### src/rtl/instruction_fetch_stage_if.sv
// Instruction-memory request/response bus between the fetch stage and memory.
// The fetch stage is the master: it drives the request and address and
// receives the grant and the response.
interface instruction_fetch_stage_if;
    logic        IMEM_REQ;
    logic [31:0] IMEM_ADDR;
    logic        IMEM_GNT;
    logic        IMEM_RVALID;
    logic [31:0] IMEM_RDATA;

    modport master (
        output IMEM_REQ,
        output IMEM_ADDR,
        input  IMEM_GNT,
        input  IMEM_RVALID,
        input  IMEM_RDATA
    );

    modport slave (
        input  IMEM_REQ,
        input  IMEM_ADDR,
        output IMEM_GNT,
        output IMEM_RVALID,
        output IMEM_RDATA
    );
endinterface

### src/rtl/instruction_fetch_stage.sv
// Instruction fetch stage: issues one instruction-memory request at a time,
// parks a response in a one-entry skid buffer when decode is stalled, and
// feeds the IF/ID pipeline register. A flush drops IF/ID, the skid buffer
// and any response still in flight.
// Optional feature macro: FETCH_PERF_COUNTERS_EN enables the fetch and
// wait-cycle counters; without it both counter ports read as zero.
module instruction_fetch_stage #(
    parameter logic [31:0] NOP_INSTRUCTION = 32'h00000013
) (
    input  logic                        CLK,
    input  logic                        RST_N,
    input  logic [31:0]                 PC,
    output logic                        FETCH_STALL,
    instruction_fetch_stage_if.master   imem,
    input  logic                        STALL_DECODING_STAGE,
    input  logic                        CLEAR_DECODING_STAGE,
    output logic [31:0]                 PC_DECODING,
    output logic [31:0]                 INSTRUCTION_DECODING,
    output logic                        VALID_DECODING,
    output logic [31:0]                 FETCH_COUNT,
    output logic [31:0]                 FETCH_WAIT_COUNT
);

    localparam logic [1:0] IDLE = 2'd0;
    localparam logic [1:0] WAIT = 2'd1;
    localparam logic [1:0] HOLD = 2'd2;

    logic [1:0]  state;
    logic [1:0]  state_next;
    logic        kill;
    logic        kill_next;
    logic [31:0] pending_pc;
    logic        skid_valid;
    logic [31:0] skid_pc;
    logic [31:0] skid_instr;
    logic        valid_q;
    logic [31:0] pc_q;
    logic [31:0] instr_q;

    logic        fetch_grant;
    logic        ifid_free;
    logic        load_ifid;
    logic        load_from_skid;
    logic        write_skid;
    logic        drop_skid;

    assign imem.IMEM_REQ  = (state == IDLE) && !CLEAR_DECODING_STAGE;
    assign imem.IMEM_ADDR = PC;
    assign fetch_grant    = imem.IMEM_REQ && imem.IMEM_GNT;
    assign FETCH_STALL    = !fetch_grant;
    assign ifid_free      = !valid_q || !STALL_DECODING_STAGE;

    assign VALID_DECODING       = valid_q;
    assign PC_DECODING          = pc_q;
    assign INSTRUCTION_DECODING = valid_q ? instr_q : NOP_INSTRUCTION;

    // Next-state and IF/ID / skid-buffer load decisions; a flush outranks a stall.
    always_comb begin
        state_next     = state;
        kill_next      = kill;
        load_ifid      = 1'b0;
        load_from_skid = 1'b0;
        write_skid     = 1'b0;
        drop_skid      = 1'b0;
        case (state)
            IDLE: begin
                if (fetch_grant) begin
                    state_next = WAIT;
                end
            end
            WAIT: begin
                if (CLEAR_DECODING_STAGE) begin
                    if (imem.IMEM_RVALID) begin
                        kill_next  = 1'b0;
                        state_next = IDLE;
                    end else begin
                        kill_next = 1'b1;
                    end
                end else if (imem.IMEM_RVALID) begin
                    state_next = IDLE;
                    if (kill) begin
                        kill_next = 1'b0;
                    end else if (ifid_free) begin
                        load_ifid = 1'b1;
                    end else begin
                        write_skid = 1'b1;
                        state_next = HOLD;
                    end
                end
            end
            HOLD: begin
                if (CLEAR_DECODING_STAGE) begin
                    drop_skid  = 1'b1;
                    state_next = IDLE;
                end else if (!STALL_DECODING_STAGE && skid_valid) begin
                    load_ifid      = 1'b1;
                    load_from_skid = 1'b1;
                    state_next     = IDLE;
                end
            end
            default: begin
                state_next = IDLE;
            end
        endcase
    end

    // FSM, in-flight address, skid buffer and IF/ID register.
    always_ff @(posedge CLK or negedge RST_N) begin
        if (!RST_N) begin
            state      <= IDLE;
            kill       <= 1'b0;
            pending_pc <= 32'h0;
            skid_valid <= 1'b0;
            skid_pc    <= 32'h0;
            skid_instr <= 32'h0;
            valid_q    <= 1'b0;
            pc_q       <= 32'h0;
            instr_q    <= 32'h0;
        end else begin
            state <= state_next;
            kill  <= kill_next;
            if (fetch_grant) begin
                pending_pc <= PC;
            end
            if (write_skid) begin
                skid_valid <= 1'b1;
                skid_pc    <= pending_pc;
                skid_instr <= imem.IMEM_RDATA;
            end else if (load_from_skid || drop_skid) begin
                skid_valid <= 1'b0;
            end
            if (CLEAR_DECODING_STAGE) begin
                valid_q <= 1'b0;
            end else if (load_ifid) begin
                valid_q <= 1'b1;
                pc_q    <= load_from_skid ? skid_pc : pending_pc;
                instr_q <= load_from_skid ? skid_instr : imem.IMEM_RDATA;
            end else if (!STALL_DECODING_STAGE) begin
                valid_q <= 1'b0;
            end
        end
    end

`ifdef FETCH_PERF_COUNTERS_EN
    logic [31:0] fetch_count_q;
    logic [31:0] wait_count_q;

    // Count IF/ID loads and cycles spent waiting on a response; both wrap.
    always_ff @(posedge CLK or negedge RST_N) begin
        if (!RST_N) begin
            fetch_count_q <= 32'h0;
            wait_count_q  <= 32'h0;
        end else begin
            if (load_ifid) begin
                fetch_count_q <= fetch_count_q + 32'd1;
            end
            if (state == WAIT) begin
                wait_count_q <= wait_count_q + 32'd1;
            end
        end
    end

    assign FETCH_COUNT      = fetch_count_q;
    assign FETCH_WAIT_COUNT = wait_count_q;
`else
    assign FETCH_COUNT      = 32'h0;
    assign FETCH_WAIT_COUNT = 32'h0;
`endif

endmodule

### src/flat_wrapper.sv
// flat-port wrapper written by rule: the top's interface ports become plain ports
module instruction_fetch_stage_flat 
#(
    parameter logic [31:0] NOP_INSTRUCTION = 32'h00000013
)
  (CLK, RST_N, PC, FETCH_STALL, STALL_DECODING_STAGE, CLEAR_DECODING_STAGE, PC_DECODING, INSTRUCTION_DECODING, VALID_DECODING, FETCH_COUNT, FETCH_WAIT_COUNT, imem_IMEM_REQ, imem_IMEM_ADDR, imem_IMEM_GNT, imem_IMEM_RVALID, imem_IMEM_RDATA);
  instruction_fetch_stage_if imem_i ();
  input  logic CLK;
  input  logic RST_N;
  input  logic [31:0] PC;
  output logic FETCH_STALL;
  input  logic STALL_DECODING_STAGE;
  input  logic CLEAR_DECODING_STAGE;
  output logic [31:0] PC_DECODING;
  output logic [31:0] INSTRUCTION_DECODING;
  output logic VALID_DECODING;
  output logic [31:0] FETCH_COUNT;
  output logic [31:0] FETCH_WAIT_COUNT;
  output wire logic [$bits(imem_i.IMEM_REQ)-1:0] imem_IMEM_REQ;
  output wire logic [$bits(imem_i.IMEM_ADDR)-1:0] imem_IMEM_ADDR;
  input wire logic [$bits(imem_i.IMEM_GNT)-1:0] imem_IMEM_GNT;
  input wire logic [$bits(imem_i.IMEM_RVALID)-1:0] imem_IMEM_RVALID;
  input wire logic [$bits(imem_i.IMEM_RDATA)-1:0] imem_IMEM_RDATA;
  assign imem_IMEM_REQ = imem_i.IMEM_REQ;
  assign imem_IMEM_ADDR = imem_i.IMEM_ADDR;
  assign imem_i.IMEM_GNT = imem_IMEM_GNT;
  assign imem_i.IMEM_RVALID = imem_IMEM_RVALID;
  assign imem_i.IMEM_RDATA = imem_IMEM_RDATA;
  instruction_fetch_stage #(.NOP_INSTRUCTION(NOP_INSTRUCTION)) u_core (.CLK(CLK), .RST_N(RST_N), .PC(PC), .FETCH_STALL(FETCH_STALL), .imem(imem_i), .STALL_DECODING_STAGE(STALL_DECODING_STAGE), .CLEAR_DECODING_STAGE(CLEAR_DECODING_STAGE), .PC_DECODING(PC_DECODING), .INSTRUCTION_DECODING(INSTRUCTION_DECODING), .VALID_DECODING(VALID_DECODING), .FETCH_COUNT(FETCH_COUNT), .FETCH_WAIT_COUNT(FETCH_WAIT_COUNT));
endmodule
### config.mk
export PLATFORM = sky130hd
export DESIGN_NAME = instruction_fetch_stage_flat
export DESIGN_NICKNAME = d
export VERILOG_FILES = /design/src/rtl/instruction_fetch_stage_if.sv /design/src/rtl/instruction_fetch_stage.sv /design/src/flat_wrapper.sv
export SDC_FILE = /design/constraint.sdc
export NUM_CORES = 1
export LEC_CHECK = 0
export BUFFER_PORTS_ARGS = -buffer_cell sky130_fd_sc_hd__buf_4
export CAP_MARGIN = 20
export CORE_MARGIN = 2
export CORE_UTILIZATION = 40
export CTS_BUF_LIST = sky130_fd_sc_hd__clkbuf_4 sky130_fd_sc_hd__clkbuf_8
export CTS_CLUSTER_DIAMETER = 50
export DETAILED_ROUTE_END_ITERATION = 8
export PLACE_DENSITY = 0.66
export SLEW_MARGIN = 20
export SYNTH_ARGS = -nofsm -noshare
export SYNTH_HDL_FRONTEND = slang
export SYNTH_SLANG_ARGS = --single-unit
### constraint.sdc
create_clock -name CLK -period 2.05 [get_ports CLK]
set_input_delay 0.205 -clock CLK [delete_from_list [all_inputs] [get_ports CLK]]
set_output_delay 0.205 -clock CLK [all_outputs]
set_load 0.005 [all_outputs]
==> impl_summary.txt, run 1 <==
----------------------------------------------------
[Clock network]
  Number of buffers created by CTS ... 17
  Clock transition at the registers of the reported paths ... 90 ps
  Clock tree root buffer cell ... sky130_fd_sc_hd__clkbuf_8
  Clock sinks ... 165
  Clock latency reported for the late side of the worst-skew pair ... 460 ps
  Clock tree from TritonCTS ... built
  H-tree levels ... 4
  Buffer levels on the longest clock path ... 2

[Final layout]
  ANT cells ... 0
  Final layout net count ... 928
  Layout-stage area growth over the synthesis result ... 27.8%
  Fraction of final layout cells with drive strength greater than 1 ... 43.5%

[Pwr]
  Leakage component of the power ... 5.08 nW
  Power density relative to cell area ... 1040 nW/um^2
  IR Drop Worst-Case VDD ... 0.000502 V

[Logic synthesis]
  Sequential area share after synthesis ... 52.0%
  Share of the synthesized area in the top cell type ... 52.0%
  Most used standard cells in the synthesized netlist ... sky130_fd_sc_hd__dfrtp_1 (165), sky130_fd_sc_hd__buf_4 (97), sky130_fd_sc_hd__inv_1 (69)
  Number of warning messages in the yosys log ... 0
  Cells after Synth ... 647
  Number of distinct library cell variants in the gate-level netlist after synthesis ... 31
  Number of synthesized register bits ... 165
  Leading register cell type out of synthesis ... sky130_fd_sc_hd__dfrtp_1
  Post-synthesis instance area ... 7940 um^2
  Number of enable-type register cells in the synthesized netlist ... 0
  Fraction of synthesis flops using an asynchronous set or reset pin ... 100%
  Most common cell in the netlist ... sky130_fd_sc_hd__dfrtp_1
  Syn_area_per_cell ... 12.3 um^2
  Post-synthesis cell type with the largest combined area ... sky130_fd_sc_hd__dfrtp_1
  Biggest area contributors in the synthesized netlist ... sky130_fd_sc_hd__dfrtp_1 (52%), sky130_fd_sc_hd__mux2_4 (9.3%), sky130_fd_sc_hd__buf_4 (9.2%)

[Timing]
  Final Worst Setup Slack ... 140 ps
  Portion of the clock cycle consumed by the worst path in the final layout ... 93.2%
  Slew Viols, Final ... 0
  Fin Setup TNS ... 0 ps
  Maximum clock rate ... 524 MHz
  Final critical delay including setup and external delays ... 1910 ps
  Tightest slew margin relative to the limit ... 59.8%
  Final worst clock skew ... 15.7 ps
  RSZ-0062 raised after global routing ... no
  Hold violation total from the final report ... 0
  Final setup vio count ... 0
  Slew at the pin closest to its max-slew limit ... 603 ps

[Setup path]
  Cells along the critical path ... inv_2, ha_2, nor2b_4, nand2_4, buf_12, buf_4
  Maximum cell stage delay along the critical path ... 400 ps
  Worst Path Required ... 1850 ps
  Endpoint type of the worst setup path ... primary output
  Library cell contributing the largest single delay on the critical path ... sky130_fd_sc_hd__dfrtp_1
  Sort of element at the start of the critical path ... flip-flop
  Signal arrival time at the worst endpoint ... 1700 ps
  Category of the most critical setup path ... flip-flop to primary output
  Highest fanout seen on the critical path ... 17

[Global route]
  Overflow left after global routing ... 0
  Antenna violations before repair ... 0
  Number of global-route vias before repair ... 5384
  Combined global-route utilization of all metal layers ... 16.4%
  First-pass GRT wire length ... 28000 um
  Pin count of the biggest net entering global routing ... 65

[Routing]
  Via density per instance ... 4.61
  Total Routed Length ... 17000 um
  Remaining antenna violation count after routing ... 0
  Via total after detailed routing ... 5218
  Starting DRT DRC Count ... 232
  Detail-routed net length per standard cell ... 15.0 um
  TritonRoute pass-1 iters ... 4
  DRC errors left ... 0

[Placement]
  Placer congestion estimate ... 0.761
  Placement-stage worst setup slack ... 21.1 ps
  Port-buffer cells ... 168
  DPL Wire Length ... 10600 um

[Min path]
  Worst hold-check path type ... input pin to flip-flop

[Run]
  Max-cap check violation count ... 0

[Floorplan]
  DIE AREA ... 21000 um^2
  Horizontal extent of the die ... 145 um
  Std cell rows ... 51
  Die Height ... 145 um
  Effective utilization at floorplan ... 40.8%
  Standard cell core area ... 19500 um^2
  Number of top-level pins ... 233

[Outcome]
  Status ... finished, final reports clean

----------------------------------------------------
[what timing repair did]
item / 4_1_cts / 5_1_grt
hold endpoints to repair: 128 / 0
hold buffers: 66 / 0
endpoints found under the setup margin: 3 / 62
setup buffers: 1 / 1
pin swaps: 1 / 0
resized for setup: 2 / 7
[cell type report]
cell class / instances / area (um^2)
Fill cell: 1698 / 9310
Sequential cell: 165 / 4130
Multi-Input combinational cell: 347 / 2860
Timing Repair Buffer: 254 / 2210
Tap cell: 265 / 332
Clock buffer: 20 / 269
Inverter: 69 / 259
Clock inverter: 12 / 96.3
[power breakdown]
group          switching, mW  internal (mW)  total (mW)
clock network           1.25          0.932        2.19
logic                   1.25           1.88        3.14
registers              0.733           4.46        5.19
[logic make-up after synthesis]
logic type | after synthesis | share of synthesized area [%]
compound gates | 134 | 12.0
fa+ha+maj | 4 | 0.630
buf+inv | 198 | 15.5
flops | 165 | 52.0
mux | 98 | 16.2
other cells | 1 | 0.0472
simple gates | 47 | 3.72
[critical path, delay by kind of cell, from the launching register on]
family / cells / cell delay, ps
buffers and inverters: 3 / 390
and+or+nand+nor: 2 / 280
adders and majority gates: 1 / 180
DFF: 1 / 400
[final timing paths]
check / start / endpoint / slack, ps / cells after the start
max: u_core.state[1]$_DFFE_PN0P_ / FETCH_STALL / 140 / 6
min: CLEAR_DECODING_STAGE / u_core.kill$_DFFE_PN0P_ / 110 / 3
max reg2reg: u_core.state[1]$_DFFE_PN0P_ / u_core.skid_instr[31]$_DFFE_PN0P_ / 160 / 6
min reg2reg: u_core.instr_q[4]$_DFFE_PN0P_ / u_core.instr_q[4]$_DFFE_PN0P_ / 510 / 2
max in group asynchronous: RST_N / u_core.instr_q[2]$_DFFE_PN0P_ / 1120 / 3
min in group asynchronous: RST_N / u_core.skid_instr[16]$_DFFE_PN0P_ / 290 / 2
[sequential cells by signal, indices dropped and copies added, names as in the netlist]
signal                 flops
u_core.PC_DECODING        32
u_core.instr_q            32
u_core.pending_pc         32
u_core.skid_instr         32
u_core.skid_pc            32
u_core.state               2
u_core.VALID_DECODING      1
u_core.kill                1
u_core.skid_valid          1
[per-layer routing]
layer / global-route usage [%] / share of wire, %
met1: 22.2 / 46
met2: 26.7 / 48
met5: 0 / 0
met4: 4.01 / 0.90
met3: 4.12 / 4.9
[cells in the final DEF (no fill, tap or decap), types with 2 or more instances in the layout]
cell type,instances
sky130_fd_sc_hd__inv_2,2
sky130_fd_sc_hd__nand2_1,5
sky130_fd_sc_hd__inv_6,3
sky130_fd_sc_hd__clkbuf_8,19
sky130_fd_sc_hd__ha_1,3
sky130_fd_sc_hd__and2_1,29
sky130_fd_sc_hd__clkinv_4,4
sky130_fd_sc_hd__mux2_2,48
sky130_fd_sc_hd__conb_1,64
sky130_fd_sc_hd__a21oi_1,17
sky130_fd_sc_hd__dfrtp_1,165
sky130_fd_sc_hd__clkinvlp_4,4
sky130_fd_sc_hd__buf_12,11
sky130_fd_sc_hd__mux2_4,49
sky130_fd_sc_hd__o22ai_1,64
sky130_fd_sc_hd__dlygate4sd3_1,66
sky130_fd_sc_hd__a21oi_2,49
sky130_fd_sc_hd__inv_1,67
sky130_fd_sc_hd__nand3b_1,3
sky130_fd_sc_hd__buf_4,176
[per-stage QoR]
| step | std cells | util (%) | hold WS (ps) | area (um^2) | power (mW) |
|---|---|---|---|---|---|
| finish | 1132 | 52.2 | 108 | 10200 | 10.5 |
| global route | 1132 | 52.2 | 77.2 | 10200 | 11.2 |
| detailed placement | 1032 | 46.7 | 229 | 9080 | 8.27 |
| floorplan | 710 | - | -90.6 | 8180 | 7.07 |
| CTS | 1131 | 52.0 | 64.0 | 10100 | 10.6 |
| global placement | 1032 | 46.7 | 233 | 9080 | 8.16 |
(Power assumes the default switching activity.)
==> run 2, diff against run 1 <==
CELL_PAD_IN_SITES_DETAIL_PLACEMENT = 1   (was unset)
CELL_PAD_IN_SITES_GLOBAL_PLACEMENT = 2   (was unset)
CORE_UTILIZATION = 34   (was 40)
PLACE_DENSITY = 0.83   (was 0.66)
RECOVER_POWER = 100   (was unset)
==> run 2 against run 1 <==
Net effect: the run now ends with capacitance limit, slew limit left; clock power up 2%; critical path depth unchanged; final cell count up 3.9%; sequential share of layout area up 1.2 points; utilization down 8.8 points; power down 1.7%; sequential power about the same.
==> impl_summary.txt, run 2 (synthesized netlist as in run 1, its figures left out) <==
----------------------------------------------------
[Routing]
  Via total after detailed routing ... 5201
  Total Routed Length ... 19000 um
  Remaining antenna violation count after routing ... 0
  DRC errors left ... 0
  Via density per instance ... 4.42
  TritonRoute pass-1 iters ... 4
  Detail-routed net length per standard cell ... 16.2 um
  Starting DRT DRC Count ... 134

[Timing]
  Final worst clock skew ... 17.1 ps
  Fin Setup TNS ... 0 ps
  Tightest hold margin ... 125 ps
  Final Worst Setup Slack ... 131 ps
  Hold violation total from the final report ... 0
  RSZ-0062 raised after global routing ... no
  Final setup vio count ... 0
  Tightest slew margin relative to the limit ... -0.960%
  Final critical delay including setup and external delays ... 1920 ps
  Portion of the clock cycle consumed by the worst path in the final layout ... 93.6%
  Slew Viols, Final ... 53
  Slew at the pin closest to its max-slew limit ... 1510 ps
  Maximum clock rate ... 521 MHz

[Floorplan]
  Die Height ... 157 um
  Horizontal extent of the die ... 157 um
  Std cell rows ... 55
  Standard cell core area ... 22800 um^2
  Number of top-level pins ... 233
  Effective utilization at floorplan ... 34.9%
  DIE AREA ... 24600 um^2

[Global route]
  Overflow left after global routing ... 0
  Number of global-route vias before repair ... 5769
  Antenna violations before repair ... 0
  First-pass GRT wire length ... 30400 um
  Combined global-route utilization of all metal layers ... 15.9%
  Pin count of the biggest net entering global routing ... 55

[Final layout]
  Fill cell count ... 2482
  Fraction of final layout cells with drive strength greater than 1 ... 35.1%
  Non-filler cells, final ... 1176
  Multi-input logic area ... 2600 um^2
  Footprint of the flip-flops and latches ... 4130 um^2
  ANT cells ... 0
  Layout-stage area growth over the synthesis result ... 24.2%
  Final layout net count ... 926
  Most frequent cells in the layout ... sky130_fd_sc_hd__buf_4 (165), sky130_fd_sc_hd__dfrtp_1 (165), sky130_fd_sc_hd__inv_1 (67)

[Placement]
  Placement-stage worst setup slack ... 88.2 ps
  Port-buffer cells ... 168
  # placed instances ... 1078
  Placer congestion estimate ... 0.721
  DPL Wire Length ... 12200 um

[Setup path]
  Critical Path Sink ... u_core.state[0]$_DFFE_PN0P_
  Signal arrival time at the worst endpoint ... 2250 ps
  Crit. Startpoint ... u_core.state[1]$_DFFE_PN0P_
  Worst Path Required ... 2380 ps
  Reg-to-Reg Start ... u_core.state[1]$_DFFE_PN0P_
  Highest fanout seen on the critical path ... 4
  Endpoint type of the worst setup path ... flip-flop
  Worst R2R Path Depth ... 6
  Sort of element at the start of the critical path ... flip-flop
  Reg-to-reg critical path endpoint ... u_core.state[0]$_DFFE_PN0P_
  Category of the most critical setup path ... flip-flop to flip-flop
  Worst reg-to-reg setup slack ... 130 ps

[Clock network]
  Clock sinks ... 165
  Clock transition at the registers of the reported paths ... 90 ps
  H-tree levels ... 4
  Clock latency reported for the late side of the worst-skew pair ... 440 ps
  Number of buffers created by CTS ... 17
  Clock tree from TritonCTS ... built
  Clock tree root buffer cell ... sky130_fd_sc_hd__clkbuf_8
  Buffer levels on the longest clock path ... 2

[Outcome]
  Status ... finished with violations
  Failing checks ... capacitance limit, slew limit

[Min path]
  Worst hold-check path type ... input pin to flip-flop

[Pwr]
  Power density relative to cell area ... 1050 nW/um^2
  Leakage component of the power ... 5.00 nW
  IR Drop Worst-Case VDD ... 0.000363 V
  Power, Total ... 10.3 mW

[Run]
  Max-cap check violation count ... 1

----------------------------------------------------
==> run 2: worst min-delay path by stage <==
stage / slack (ps) / endpoint / start / cells past startpoint
floorplan: -90 / u_core.PC_DECODING[0]$_DFFE_PN0P_ / RST_N / 0
global placement: 220 / u_core.skid_instr[20]$_DFFE_PN0P_ / RST_N / 1
detailed placement: 220 / u_core.instr_q[12]$_DFFE_PN0P_ / RST_N / 1
CTS: 80 / u_core.kill$_DFFE_PN0P_ / CLEAR_DECODING_STAGE / 3
global route: 140 / u_core.kill$_DFFE_PN0P_ / CLEAR_DECODING_STAGE / 3
finish: 130 / u_core.kill$_DFFE_PN0P_ / CLEAR_DECODING_STAGE / 3
==> run 2: metrics by stage <==
step	instance area [um^2]	util [%]
after detailed placement	9080	39.9
after floorplan	8180	-
after global placement	9080	39.9
after global routing	9870	43.3
final	9870	43.3
after CTS	10100	44.4
==> run 2: report_power, final <==
| group | switching (mW) | internal, mW | total [mW] |
|---|---|---|---|
| registers | 0.728 | 4.46 | 5.19 |
| logic | 1.26 | 1.65 | 2.92 |
| clock network | 1.18 | 1.05 | 2.23 |
| total | 3.17 | 7.17 | 10.3 |
==> run 2: repair_timing <==
| item | CTS | global route |
|---|---|---|
| resized for setup | 2 | 7 |
| hold buffers | 66 | 0 |
| setup buffers | 0 | 2 |
| hold endpoints to repair | 116 | 0 |
| setup endpoints to repair | 1 | 88 |
| gates cloned | 0 | 0 |
| pin swaps | 0 | 1 |
==> run 2: critical path, stage by stage (launching register included) <==
cell and delay, ps:
sky130_fd_sc_hd__dfrtp_1 400, sky130_fd_sc_hd__inv_2 90, sky130_fd_sc_hd__ha_2 190, sky130_fd_sc_hd__nor2b_4 160, sky130_fd_sc_hd__nand2_2 90, sky130_fd_sc_hd__a221oi_1 480, sky130_fd_sc_hd__mux2_2 390
==> run 2: final cells by class <==
class,count,area share [%]
Tap cell,313,3.97
Inverter,69,2.62
Clock inverter,7,0.761
Multi-Input combinational cell,347,26.3
Timing Repair Buffer,252,21.6
Sequential cell,165,41.8
Clock buffer,23,2.89
==> run 2: per-layer routing <==
metal  track usage (%)  routed length (um)  vias to the layer above
li1                  -                   -                     2439
met1              20.6                8550                     2611
met2              26.6                9370                      138
met3              3.52                 910                       13
met4              4.46                 207                        0
met5                 0                   0                        -
